`config.mk`:
```
export PLATFORM = sky130hd
export DESIGN_NAME = hazard_ctrl
export DESIGN_NICKNAME = d
export VERILOG_FILES = /design/src/rtl/rvx10_hazard_pkg.sv /design/src/rtl/hazard_mc_seq.sv /design/src/rtl/hazard_ctrl.sv
export SDC_FILE = /design/constraint.sdc
export NUM_CORES = 1
export LEC_CHECK = 0
export ABC_AREA = 1
export BUFFER_PORTS_ARGS = -buffer_cell sky130_fd_sc_hd__buf_2
export CAP_MARGIN = 10
export CELL_PAD_IN_SITES_DETAIL_PLACEMENT = 0
export CELL_PAD_IN_SITES_GLOBAL_PLACEMENT = 1
export CORE_ASPECT_RATIO = 1.1
export CORE_MARGIN = 10
export CORE_UTILIZATION = 25
export CTS_CLUSTER_DIAMETER = 200
export DETAILED_ROUTE_END_ITERATION = 6
export GPL_TIMING_DRIVEN = 0
export PLACE_DENSITY_LB_ADDON = 0.08
export SETUP_SLACK_MARGIN = 0.05
export SYNTH_ARGS = -nofsm -noshare
export SYNTH_HDL_FRONTEND = slang
export SYNTH_HIERARCHICAL = 1
export SYNTH_SLANG_ARGS = --single-unit
export TNS_END_PERCENT = 20
```
`constraint.sdc`:
```
create_clock -name clk -period 3.8 [get_ports clk]
set_clock_uncertainty 0.2 [all_clocks]
set_input_delay 0.38 -clock clk [delete_from_list [all_inputs] [get_ports clk]]
set_output_delay 0.38 -clock clk [all_outputs]
set_load 0.005 [all_outputs]
```
`src/rtl/rvx10_hazard_pkg.sv`:
```
// Shared types and helpers for the RVX10 pipeline hazard controller.
package rvx10_hazard_pkg;

  localparam int unsigned MC_CNT_W  = 4;
  localparam int unsigned SAT_MAX_W = 64;

  typedef enum logic [1:0] {
    FWD_RF  = 2'b00,
    FWD_WB  = 2'b01,
    FWD_MEM = 2'b10
  } fwd_sel_e;

  typedef enum logic {
    IDLE = 1'b0,
    BUSY = 1'b1
  } mc_state_e;

  // Saturating increment of a counter that is w bits wide (w <= 64).
  function automatic logic [SAT_MAX_W-1:0] sat_inc(input logic [SAT_MAX_W-1:0] v,
                                                   input int unsigned w);
    logic [SAT_MAX_W-1:0] max_v;
    max_v = (w >= SAT_MAX_W) ? '1 : ((64'd1 << w) - 64'd1);
    return (v >= max_v) ? v : v + 64'd1;
  endfunction

endpackage

```
`src/rtl/hazard_mc_seq.sv`:
```
// Multi-cycle EX op sequencer: holds the pipe for MC_LAT-1 cycles per accepted op.
module hazard_mc_seq
  import rvx10_hazard_pkg::*;
#(
  parameter int unsigned MC_LAT = 3
) (
  input  logic clk,
  input  logic reset,
  input  logic mc_start,
  output logic mc_hold
);

  mc_state_e             state, next_state;
  logic [MC_CNT_W-1:0]   cnt, next_cnt;

  always_ff @(posedge clk or posedge reset) begin
    if (reset) begin
      state <= IDLE;
      cnt   <= '0;
    end else begin
      state <= next_state;
      cnt   <= next_cnt;
    end
  end

  // BUSY with cnt==0 is the release cycle: op still in EX, pipe no longer held.
  always_comb begin
    next_state = state;
    next_cnt   = cnt;
    mc_hold    = 1'b0;
    case (state)
      IDLE: begin
        if (mc_start && (MC_LAT > 1)) begin
          mc_hold    = 1'b1;
          next_state = BUSY;
          next_cnt   = MC_CNT_W'(MC_LAT - 2);
        end
      end
      BUSY: begin
        if (cnt != '0) begin
          mc_hold  = 1'b1;
          next_cnt = cnt - MC_CNT_W'(1);
        end else begin
          next_state = IDLE;
        end
      end
      default: next_state = IDLE;
    endcase
  end

endmodule

```
`src/rtl/hazard_ctrl.sv`:
```
// RVX10 5-stage pipeline hazard controller: forwarding, load-use stalls,
// branch flushes, multi-cycle EX holds and stall/flush performance counters.
module hazard_ctrl
  import rvx10_hazard_pkg::*;
#(
  parameter int unsigned MC_LAT = 3,
  parameter int unsigned CNT_W  = 32
) (
  input  logic             clk,
  input  logic             reset,
  input  logic [4:0]       Rs1D,
  input  logic [4:0]       Rs2D,
  input  logic [4:0]       Rs1E,
  input  logic [4:0]       Rs2E,
  input  logic [4:0]       RdE,
  input  logic [4:0]       RdM,
  input  logic [4:0]       RdW,
  input  logic             RegWriteM,
  input  logic             RegWriteW,
  input  logic             LoadE,
  input  logic             PCSrcE,
  input  logic             McStartE,
  output logic             EnF,
  output logic             EnD,
  output logic             EnE,
  output logic             FlushD,
  output logic             FlushE,
  output logic             FlushM,
  output logic [1:0]       ForwardAE,
  output logic [1:0]       ForwardBE,
  output logic [CNT_W-1:0] StallCnt,
  output logic [CNT_W-1:0] FlushCnt
);

  logic mc_hold;
  logic lw_stall;
  logic pc_accept;

  hazard_mc_seq #(.MC_LAT(MC_LAT)) u_mc_seq (
    .clk      (clk),
    .reset    (reset),
    .mc_start (McStartE),
    .mc_hold  (mc_hold)
  );

  // MEM result is newer than WB, so it wins; x0 is never forwarded.
  always_comb begin
    ForwardAE = FWD_RF;
    ForwardBE = FWD_RF;
    if (RegWriteM && (RdM != 5'd0) && (RdM == Rs1E))      ForwardAE = FWD_MEM;
    else if (RegWriteW && (RdW != 5'd0) && (RdW == Rs1E)) ForwardAE = FWD_WB;
    if (RegWriteM && (RdM != 5'd0) && (RdM == Rs2E))      ForwardBE = FWD_MEM;
    else if (RegWriteW && (RdW != 5'd0) && (RdW == Rs2E)) ForwardBE = FWD_WB;
  end

  assign lw_stall = LoadE && (RdE != 5'd0) && ((Rs1D == RdE) || (Rs2D == RdE));

  // Priority: multi-cycle hold, then taken branch, then load-use.
  always_comb begin
    EnF       = 1'b1;
    EnD       = 1'b1;
    EnE       = 1'b1;
    FlushD    = 1'b0;
    FlushE    = 1'b0;
    FlushM    = 1'b0;
    pc_accept = 1'b0;
    if (mc_hold) begin
      EnF    = 1'b0;
      EnD    = 1'b0;
      EnE    = 1'b0;
      FlushM = 1'b1;
    end else if (PCSrcE) begin
      FlushD    = 1'b1;
      FlushE    = 1'b1;
      pc_accept = 1'b1;
    end else if (lw_stall) begin
      EnF    = 1'b0;
      EnD    = 1'b0;
      FlushE = 1'b1;
    end
  end

  always_ff @(posedge clk or posedge reset) begin
    if (reset) begin
      StallCnt <= '0;
      FlushCnt <= '0;
    end else begin
      if (!EnF)      StallCnt <= CNT_W'(sat_inc(SAT_MAX_W'(StallCnt), CNT_W));
      if (pc_accept) FlushCnt <= CNT_W'(sat_inc(SAT_MAX_W'(FlushCnt), CNT_W));
    end
  end

endmodule

```
==> impl_metrics.env <==
export IMPL_clk_latency_ns=0.34
export IMPL_grt_use_total_pct=12.9
export IMPL_cp_end_kind="output port"
export IMPL_cp_cell_sequence="inv_1 -> ha_1 -> nand2_1 -> nand2_1 -> nand2_1 -> inv_1 -> nand2_2 -> buf_2 -> inv_1 -> buf_4 -> buf_2"
export IMPL_layout_min_cycle_time_ns=2.83
export IMPL_pre_cts_ws_ns=1.28
export IMPL_vias=4682
export IMPL_grt_ovfl_total=0
export IMPL_outcome="completed"
export IMPL_r2r_cells=11
export IMPL_maxCapViolations=0
export IMPL_fill_cells=2116
export IMPL_syn_inst=695
export IMPL_setup_violations_final=0
export IMPL_arrival_ns=2.25
export IMPL_synth_seq_cells=69
export IMPL_die_w_microns=153
export IMPL_cts_tree="done"
export IMPL_rows=53
export IMPL_avgSynthCellArea_sq_um=7.00
export IMPL_setup_slack_ns=0.974
export IMPL_multi_input_area_sq_um=2780
export IMPL_cpMaxStageDelayCell="dfrtp_1"
export IMPL_rsz0062_at_grt="no"
export IMPL_post_drt_via_cell_ratio=4.36
export IMPL_grt_max_degree=65
export IMPL_route_detailed_drc=0
export IMPL_fin_crit_sh_pct=74.4
export IMPL_mostFrequentLayoutCells="nand2_1 (263), buf_2 (121), nor2_1 (75)"
export IMPL_antenna_cells=0
export IMPL_slew_headroom_pct=65.2
export IMPL_io_pins=116
export IMPL_cp_buffers_inverters=6
export IMPL_hpwl_mm=13.0
export IMPL_drt_pass1_iter_count=5
export IMPL_synth_cell_types=33
export IMPL_gp_congestion=0.854
export IMPL_wirelength_mm=16.3
export IMPL_numPortBuffers=115
export IMPL_syn_num_nets=740
export IMPL_setup_tns_ns=0
export IMPL_hold_class="in2reg"
export IMPL_critPathKind="reg2out"
export IMPL_antenna_found_initial=0
export IMPL_start_kind="flip-flop"
export IMPL_drv_slew=0
export IMPL_synth_seq_area_share_pct=35.5
export IMPL_cts_root_buf="clkbuf_16"
export IMPL_clock_sinks=69
export IMPL_clock_fmax_mhz=354
export IMPL_slowest_delay_ns=0.36
export IMPL_hold_path_depth=3
export IMPL_dieArea_sq_um=25400
export IMPL_first_iter_violations=190
export IMPL_nets=868
export IMPL_numCtsBuffers=9
export IMPL_grt_first_pass_wirelength_mm=26.8
export IMPL_path_delay_family="buffers and inverters"
export IMPL_cts_htree_levels=3
export IMPL_post_cts_setup_buffers=0
export IMPL_cp_max_fo=10
export IMPL_yosys_warnings=6
export IMPL_p_leak_nw=3.17
export IMPL_path_depth=11
export IMPL_ir_drop_mv=0.197
export IMPL_start_util_pct=25.5
export IMPL_power_density_nw_per_um2=484
export IMPL_cts_max_path_buffers=2
export IMPL_postRouteAntennaNets=0
export IMPL_seq_area_sq_um=1730
export IMPL_hold_violations=0
export IMPL_die_y_microns=166
export IMPL_coreArea_sq_um=19100
export IMPL_cts_reportedPaths_clkPinSlew_ns=0.05
export IMPL_routedWlPerCell_microns=15.2
export IMPL_drive_above_1_share_pct=23.1
export IMPL_cp_required_ns=3.22
export IMPL_grt_pass1_vias=5044
export IMPL_cts_resized_gates=0
export IMPL_layout_commonest_cell="nand2_1"
export IMPL_area_delta_synth_final_pct=25.7
export IMPL_worst_pin_slew_ns=0.518
export IMPL_netlist_area_sq_um=4860
## metal layers
metal,GRT usage (%),share of wire [%],vias to the layer above
li1,-,-,2414
met1,14.7,43,2167
met2,23.0,51,87
met3,3.00,4.9,14
met4,4.61,1.6,0
met5,0,0,-
## worst paths after layout
| path | start | endpoint | slack [ns] |
|---|---|---|---|
| max | u_mc_seq/cnt[0] | EnF | 0.97 |
| min | McStartE | u_mc_seq/state | 0.22 |
| max reg2reg | u_mc_seq/cnt[0] | FlushCnt[25] | 1.44 |
| min reg2reg | FlushCnt[24] | FlushCnt[24] | 0.31 |
| max in group asynchronous | reset | FlushCnt[21] | 2.63 |
| min in group asynchronous | reset | u_mc_seq/state | 0.33 |
## power breakdown
group,internal [mW],switching [mW]
Combinational,0.383,0.642
Clock,0.609,0.331
Sequential,0.852,0.142
## what timing repair did
item                                    4_1_cts  5_1_grt
endpoints found under the hold margin        69        0
hold buffers                                  1        0
endpoints found under the setup margin        0        0
## cells in the mapped netlist, drive strengths merged
library cell / n / area (sq um)
a21boi: 1 / 7.51
a21oi: 2 / 13.8
buf: 14 / 116
dfrtp: 69 / 1730
ha: 3 / 37.5
inv: 63 / 239
nand2: 275 / 1090
nand3: 54 / 288
nand3b: 4 / 30.0
nand4: 8 / 50.1
nor2: 95 / 427
nor3: 20 / 116
nor4: 4 / 25.0
o21ai: 13 / 91.3
o22ai: 1 / 6.26
xnor2: 29 / 254
xor2: 40 / 350
## layout make-up
cell class / count / area share (%)
Multi-Input combinational cell: 549 / 45.5
Timing Repair Buffer: 117 / 10.0
Sequential cell: 69 / 28.2
Clock buffer: 12 / 4.19
Buffer: 14 / 1.90
Inverter: 63 / 3.95
Tap cell: 247 / 5.05
Clock inverter: 3 / 1.13
## worst reg2reg max path: cells and delay by family (launching register included)
family	cells	cell delay, ns
compound gates	1	0.05
buf+inv	3	0.45
fa+ha+maj	1	0.19
flops	1	0.39
simple gates	6	1.02
## through the flow
step | hold slack, ns | cells | util (%) | power, mW | cell area, sq um
after floorplan | -0.0415 | 695 | - | 1.64 | 4860
after detailed placement | 0.128 | 1058 | 30.3 | 2.07 | 5780
after global placement | 0.103 | 1057 | 30.1 | 2.06 | 5750
final | 0.225 | 1074 | 32.0 | 2.96 | 6110
after CTS | 0.228 | 1074 | 32.0 | 3.03 | 6110
after global routing | 0.251 | 1074 | 32.0 | 3.19 | 6110
## flip-flops by register name, indices dropped and copies added (netlist names)
register and count:
u_mc_seq/cnt 4, u_mc_seq/state 1, StallCnt 32, FlushCnt 32
## kinds of logic (layout without fill, tap and decap cells)
logic type | after synthesis | count (layout) | synth area share, %
AO/OA/AOI/OAI | 17 | 17 | 2.44
XOR/XNOR | 69 | 69 | 12.4
adder cells (fa/ha/maj) | 3 | 3 | 0.772
buffers and inverters | 77 | 209 | 7.30
flip-flops | 69 | 69 | 35.5
AND/OR/NAND/NOR | 460 | 460 | 41.6
No activity file was read; power rests on OpenSTA's default activity.
